[src/rtl/fsk_modulator.sv]
// fsk_modulator: continuous-phase 16-FSK transmitter producing I/Q samples.
//
// Each accepted 4-bit symbol k is sent as SYMBOL_LEN samples of a tone at
// (k+1) * 1 MHz (FS = 100 MHz). A 32-bit phase accumulator drives a sine
// table that is addressed by the top 8 phase bits. The phase is not reset
// between back-to-back symbols, so the waveform stays continuous. It restarts
// at 0 only after the modulator has returned to IDLE.
//
// Ports:
//   clk          sample clock
//   reset_n      asynchronous active-low reset
//   sym_in       symbol value 0..15
//   sym_valid    sym_in is valid
//   sym_ready    modulator takes sym_in at the next rising edge
//   dac_out_sin  I sample, AMP*sin(phase), signed
//   dac_out_cos  Q sample, AMP*cos(phase), signed
//   out_valid    dac_out_sin/dac_out_cos hold a live sample
//   tx_busy      FSM is in TX (state visibility)
//
// Handshake: a symbol transfers on a rising edge where sym_valid && sym_ready.
// sym_ready is combinational from state only and never depends on sym_valid.
// It is high in IDLE and during the final sample slot of a symbol in TX.
// sym_valid may be held high while sym_ready is low. sym_in is ignored outside
// the transfer edge.
module fsk_modulator #(
  parameter int unsigned SYMBOL_LEN = 100,
  parameter logic [31:0] FTW_STEP   = 32'd42949673
) (
  input  logic               clk,
  input  logic               reset_n,
  input  logic [3:0]         sym_in,
  input  logic               sym_valid,
  output logic               sym_ready,
  output logic signed [15:0] dac_out_sin,
  output logic signed [15:0] dac_out_cos,
  output logic               out_valid,
  output logic               tx_busy
);

  // The quarter-wave table below is tabulated for this peak amplitude.
  localparam logic signed [15:0] AMP = 16'sd32000;
  localparam int CNT_W = $clog2(SYMBOL_LEN);
  localparam logic [CNT_W-1:0] CNT_LAST = CNT_W'(SYMBOL_LEN - 1);

  typedef enum logic {IDLE = 1'b0, TX = 1'b1} state_e;

  state_e             state_q;
  logic [31:0]        phase_q;
  logic [31:0]        ftw_q;
  logic [31:0]        ftw_d;
  logic [CNT_W-1:0]   cnt_q;
  logic signed [15:0] sin_q;
  logic signed [15:0] cos_q;
  logic               valid_q;
  logic               at_last;
  logic               accept;
  logic [7:0]         sin_idx;
  logic [7:0]         cos_idx;

  // round(AMP*sin(2*pi*k/256)) for k = 0..64 (first quadrant, inclusive).
  function automatic logic [14:0] quarter_mag(input logic [6:0] k);
    logic [14:0] m;
    case (k)
      7'd0:  m = 15'd0;     7'd1:  m = 15'd785;   7'd2:  m = 15'd1570;  7'd3:  m = 15'd2354;
      7'd4:  m = 15'd3137;  7'd5:  m = 15'd3917;  7'd6:  m = 15'd4695;  7'd7:  m = 15'd5471;
      7'd8:  m = 15'd6243;  7'd9:  m = 15'd7011;  7'd10: m = 15'd7775;  7'd11: m = 15'd8535;
      7'd12: m = 15'd9289;  7'd13: m = 15'd10038; 7'd14: m = 15'd10780; 7'd15: m = 15'd11517;
      7'd16: m = 15'd12246; 7'd17: m = 15'd12968; 7'd18: m = 15'd13682; 7'd19: m = 15'd14388;
      7'd20: m = 15'd15085; 7'd21: m = 15'd15773; 7'd22: m = 15'd16451; 7'd23: m = 15'd17120;
      7'd24: m = 15'd17778; 7'd25: m = 15'd18426; 7'd26: m = 15'd19062; 7'd27: m = 15'd19687;
      7'd28: m = 15'd20301; 7'd29: m = 15'd20902; 7'd30: m = 15'd21490; 7'd31: m = 15'd22065;
      7'd32: m = 15'd22627; 7'd33: m = 15'd23176; 7'd34: m = 15'd23710; 7'd35: m = 15'd24231;
      7'd36: m = 15'd24736; 7'd37: m = 15'd25227; 7'd38: m = 15'd25703; 7'd39: m = 15'd26163;
      7'd40: m = 15'd26607; 7'd41: m = 15'd27035; 7'd42: m = 15'd27447; 7'd43: m = 15'd27843;
      7'd44: m = 15'd28221; 7'd45: m = 15'd28583; 7'd46: m = 15'd28928; 7'd47: m = 15'd29255;
      7'd48: m = 15'd29564; 7'd49: m = 15'd29856; 7'd50: m = 15'd30129; 7'd51: m = 15'd30385;
      7'd52: m = 15'd30622; 7'd53: m = 15'd30841; 7'd54: m = 15'd31041; 7'd55: m = 15'd31222;
      7'd56: m = 15'd31385; 7'd57: m = 15'd31529; 7'd58: m = 15'd31654; 7'd59: m = 15'd31759;
      7'd60: m = 15'd31846; 7'd61: m = 15'd31913; 7'd62: m = 15'd31961; 7'd63: m = 15'd31990;
      default: m = 15'(AMP);  // k == 64, the peak
    endcase
    return m;
  endfunction

  // 256-entry sine table folded from the quarter wave.
  // Quadrants 1 and 3 read the table mirrored (64-k).
  // Quadrants 2 and 3 negate the result.
  function automatic logic signed [15:0] sin_lut(input logic [7:0] idx);
    logic [6:0]  k;
    logic [14:0] m;
    k = idx[6] ? (7'd64 - {1'b0, idx[5:0]}) : {1'b0, idx[5:0]};
    m = quarter_mag(k);
    return idx[7] ? -$signed({1'b0, m}) : $signed({1'b0, m});
  endfunction

  assign at_last   = (cnt_q == CNT_LAST);
  assign sym_ready = reset_n && ((state_q == IDLE) || ((state_q == TX) && at_last));
  assign accept    = sym_valid && sym_ready;
  assign ftw_d     = (32'(sym_in) + 32'd1) * FTW_STEP;
  assign sin_idx   = phase_q[31:24];
  assign cos_idx   = sin_idx + 8'd64;  // cos(x) = sin(x + 90 deg); wraps mod 256

  always_ff @(posedge clk or negedge reset_n) begin
    if (!reset_n) begin
      state_q <= IDLE;
      phase_q <= '0;
      ftw_q   <= '0;
      cnt_q   <= '0;
      sin_q   <= '0;
      cos_q   <= '0;
      valid_q <= 1'b0;
    end else if (state_q == IDLE) begin
      valid_q <= 1'b0;
      sin_q   <= '0;
      cos_q   <= '0;
      if (accept) begin
        phase_q <= '0;
        ftw_q   <= ftw_d;
        cnt_q   <= '0;
        state_q <= TX;
      end
    end else begin
      sin_q   <= sin_lut(sin_idx);
      cos_q   <= sin_lut(cos_idx);
      valid_q <= 1'b1;
      // This edge always advances with the current tone. A new tone takes
      // effect from the next sample, so phase stays continuous.
      phase_q <= phase_q + ftw_q;
      if (!at_last) begin
        cnt_q <= cnt_q + CNT_W'(1);
      end else if (accept) begin
        cnt_q <= '0;
        ftw_q <= ftw_d;
      end else begin
        cnt_q   <= '0;
        state_q <= IDLE;
      end
    end
  end

  assign dac_out_sin = sin_q;
  assign dac_out_cos = cos_q;
  assign out_valid   = valid_q;
  assign tx_busy     = (state_q == TX);

endmodule

[config.mk]
export PLATFORM = sky130hd
export DESIGN_NAME = fsk_modulator
export DESIGN_NICKNAME = d
export VERILOG_FILES = /design/src/rtl/fsk_modulator.sv
export SDC_FILE = /design/constraint.sdc
export NUM_CORES = 1
export LEC_CHECK = 0
export CAP_MARGIN = 5
export CELL_PAD_IN_SITES_DETAIL_PLACEMENT = 1
export CELL_PAD_IN_SITES_GLOBAL_PLACEMENT = 1
export CORE_ASPECT_RATIO = 0.7
export CORE_UTILIZATION = 43
export CTS_CLUSTER_SIZE = 30
export DETAILED_ROUTE_END_ITERATION = 6
export PLACE_DENSITY_LB_ADDON = 0.08
export REMOVE_ABC_BUFFERS = 1
export SYNTH_ARGS = -nofsm -noshare
export SYNTH_HDL_FRONTEND = slang
export SYNTH_SLANG_ARGS = --single-unit
[constraint.sdc]
create_clock -name clk -period 3.9 [get_ports clk]
set_input_delay 0.78 -clock clk [delete_from_list [all_inputs] [get_ports clk]]
set_output_delay 0.78 -clock clk [all_outputs]
set_load 0.05 [all_outputs]
==> summary.log <==
qor: status.outcome complete, but fails checks
qor: status.failed_checks negative setup slack
qor: place.detailedPlacementHpwl 38.7 mm
qor: sta.fin_skew 0.0104 ns
qor: drt.drcViolationCount 0
qor: synthesis.post_synth_num_cell_types 110
qor: critical_path.worstPathCellList buf_12 > nand3_4 > xnor2_4 > fa_2 > buf_6 > ha_4 > inv_4 > fa_1 > inv_2 > ha_4 > a21oi_4 > o21ai_2 > a31o_4 > a211o_1 > a2111oi_4 > buf_6 > nor4_4 > o31ai_2 > xor2_1 > o21ai_1
qor: global_routing.number_of_global_route_vias_before_repair 13400
qor: drt.wl 54.7 mm
qor: critical_path.reg2reg_depth 12
qor: critical_path.cp_slowest_stage_delay 0.60 ns
qor: synthesis.synthTopCellsByArea dfrtp_1 22%, ha_1 9.5%, o21ai_0 6.7%
qor: sta.maxSlewHeadroom 0.345
qor: drt.drt-vias-per-instance 6.55
qor: drt.vias 13700
qor: synthesis.synth_seq_area_share 0.216
qor: critical_path.worst-path-stages 20
qor: worst_hold_path.timing.hold.worst.class primary input to asynchronous set/reset pin
qor: synthesis.async_set_or_reset_register_ratio_after_synthesis 1.00
qor: sta.fmax 0.199 GHz
qor: die.die_y 142 um
qor: die.core.rowCount 50
qor: cts.number_of_sinks_driven_by_the_clock_tree 104
qor: die.core_area 27200 um^2
qor: cells_and_area.stdcell_count 2085
qor: power_and_ir_drop.worst_ir_drop_vdd 0.380 mV
qor: synthesis.synth_top_cells_by_count 166 x nand2_1, 161 x o21ai_0, 114 x a21oi_1, 104 x dfrtp_1, 92 x ha_1
qor: synthesis.syn-instance-count 1540
qor: critical_path.crit_path_max_fanout 4
qor: power_and_ir_drop.pwr_density_cell 237 nW/um^2
qor: synthesis.synth_enable_flop_cells 0
qor: cells_and_area.final_nets 1828
qor: cts.htree_levels 3
qor: die.die_outline_area 28700 um^2
qor: synthesis.syn-cell-area 12100 um^2
qor: place.io_buffer_count 41
qor: cells_and_area.p_r_area_growth_vs_syn 26.5%
qor: synthesis.muxShareOfSynthArea 0.0199
qor: drt.per_cell_routed_wire_length 26.2 um
qor: global_routing.grt_pass1_wl 81.1 mm
qor: cts.cts.path.max_buffers 2
qor: cells_and_area.final_core_util 0.562
qor: cts.cts_root_buf clkbuf_16
qor: cells_and_area.drive_above_1_share 0.244
qor: drt.drt_iter0_drc 1463
qor: cts.numCtsBuffers 9
qor: sta.rsz0062_at_grt yes
qor: drt.drt-pass1-iter-count 5
qor: critical_path.worst_ep_arrival_time 5.27 ns
qor: sta.min_period 5.03 ns
qor: cts.clkTransAtPathRegs 0.09 ns
qor: synthesis.ys_ff_latch 104
qor: die.die_width 202 um
qor: sta.worstMarginPinSlew 0.983 ns
qor: synthesis.dominantRegCellSynth dfrtp_1
qor: synthesis.yosys_warnings 0
qor: place.globalplace.congestion 0.991
qor: synthesis.yosys.area_share.adder 0.117
qor: critical_path.critical_path.startpoint_type primary input
qor: synthesis.netlist.area_leader.share 0.216
qor: synthesis.synthesized_area_fraction_occupied_by_ao_oa_aoi_and_oai_cells 0.313
qor: drt.antenna_violating_nets_post_route 0
qor: flow_run.drv_cap 0
qor: power_and_ir_drop.report.power.total 3.62 mW
qor: sta.worst_case_setup_margin_in_the_final_layout -1.13 ns
qor: die.boundary_pins 42
qor: critical_path.end_kind flip-flop
qor: place.pre_cts_ws -1.89 ns
qor: synthesis.synthXorXnorAreaFrac 0.0590
qor: die.floorplan.initialDensity 0.444
qor: synthesis.syn_area_per_cell 7.84 um^2
qor: synthesis.synth_top_family_by_area compound AO/OA/AOI/OAI gates
qor: sta.final_min_period_over_clock_period 1.29
qor: sta.timing.final.setup_violations 13
qor: synthesis.synth-simple-area-share 0.207
qor: sta.timing.final.max_slew_violations 0
qor: critical_path.path_delay_family compound AO/OA/AOI/OAI gates
qor: cts.worst_skew_pair.late_latency 0.38 ns
qor: cts.cts_tree yes
qor: sta.finalHoldViolations 0
qor: critical_path.data_required_time_at_the_worst_endpoint 4.14 ns
qor: synthesis.yosysTopAreaCell dfrtp_1
qor: global_routing.grt_max_degree 74
qor: global_routing.grt_antenna_before_repair 1
qor: critical_path.timing.critical_path.slowest_stage_cell fa_1
qor: critical_path.timing.critical_path.buf_inv 5
qor: power_and_ir_drop.static-leakage-power 6.60 nW
qor: critical_path.path_class primary input to flip-flop
qor: global_routing.global_route.usage.total 0.368
qor: global_routing.grt_overflow 0
qor: synthesis.post-synth-top-count-cell nand2_1
qor: place.placed_cells 2052
qor: cells_and_area.antenna_cells_inserted 0
layout by cell type, fill, tap and decap left out, drive strengths merged, types with 20 or more instances in the layout:
cell type,count
buf,245
o21ai,179
nand2,169
a21oi,114
dfrtp,104
ha,92
nor2,90
inv,61
nor3,50
xnor2,43
clkdlybuf4s50,36
xor2,34
a211oi,33
nand3,30
nand2b,22
and3,21
a31oi,20
layout make-up:
class                   instances  area [um^2]
inverters                      61          241
clock buffers                   9          225
flip-flops and latches        104         2610
clock inverters                 7         96.3
multi-input cells            1259         9290
repair buffers                281         2350
fillers                      3279        11900
well taps                     364          455
cell families (layout without fill, tap and decap cells):
family,after synthesis,after routing
buffers and inverters,177,358
XOR/XNOR,78,78
flip-flops,104,104
multiplexers,22,22
adder cells (fa/ha/maj),105,105
AO/OA/AOI/OAI,569,569
AND/OR/NAND/NOR,485,485
flip-flops by register name, summed over array words and instances, names as in the netlist:
name	flops
dac_out_sin	16
tx_busy	1
phase_q	32
out_valid	1
dac_out_cos	16
cnt_q	7
ftw_q	31
routing by layer:
layer  GRT usage  routed length (um)  up-vias  share of wire
met5           0                   0        -              0
met4      0.0898                1470        0          0.027
met3      0.0957                5540      125           0.10
met2       0.532               22600      741           0.41
met1       0.540               25100     6724           0.46
li1            -                   -     6072              -
path summary, 6_finish.rpt:
| path | from | endpoint | slack, ns |
|---|---|---|---|
| min reg2reg | cnt_q[6] | cnt_q[6] | 0.49 |
| max | sym_in[0] | ftw_q[30] | -1.13 |
| min in group clk | cnt_q[6] | cnt_q[6] | 0.49 |
| min | reset_n | dac_out_cos[0] | 0.43 |
| max in group asynchronous | reset_n | phase_q[30] | 2.06 |
| max reg2reg | phase_q[27] | dac_out_sin[12] | 0.05 |
through the flow:
stage	cell area, um^2	setup TNS, ns	hold slack (ns)
global route	15300	-9.58	0.466
detailed placement	14100	-22.36	0.474
finish	15300	-8.58	0.432
floorplan	11500	-57.34	0.451
CTS	14800	-5.03	0.443
global placement	14100	-20.23	0.470
report_power, final:
part           switching (mW)  internal (mW)
logic                   0.809          0.709
registers                   0           1.08
clock network           0.500          0.520
repair_timing:
action,4_1_cts,5_1_grt
hold buffers,0,0
gates resized for setup,88,79
buffers inserted,4,15
pin swaps,35,34
endpoints found under the setup margin,20,40
(Power assumes the default switching activity.)
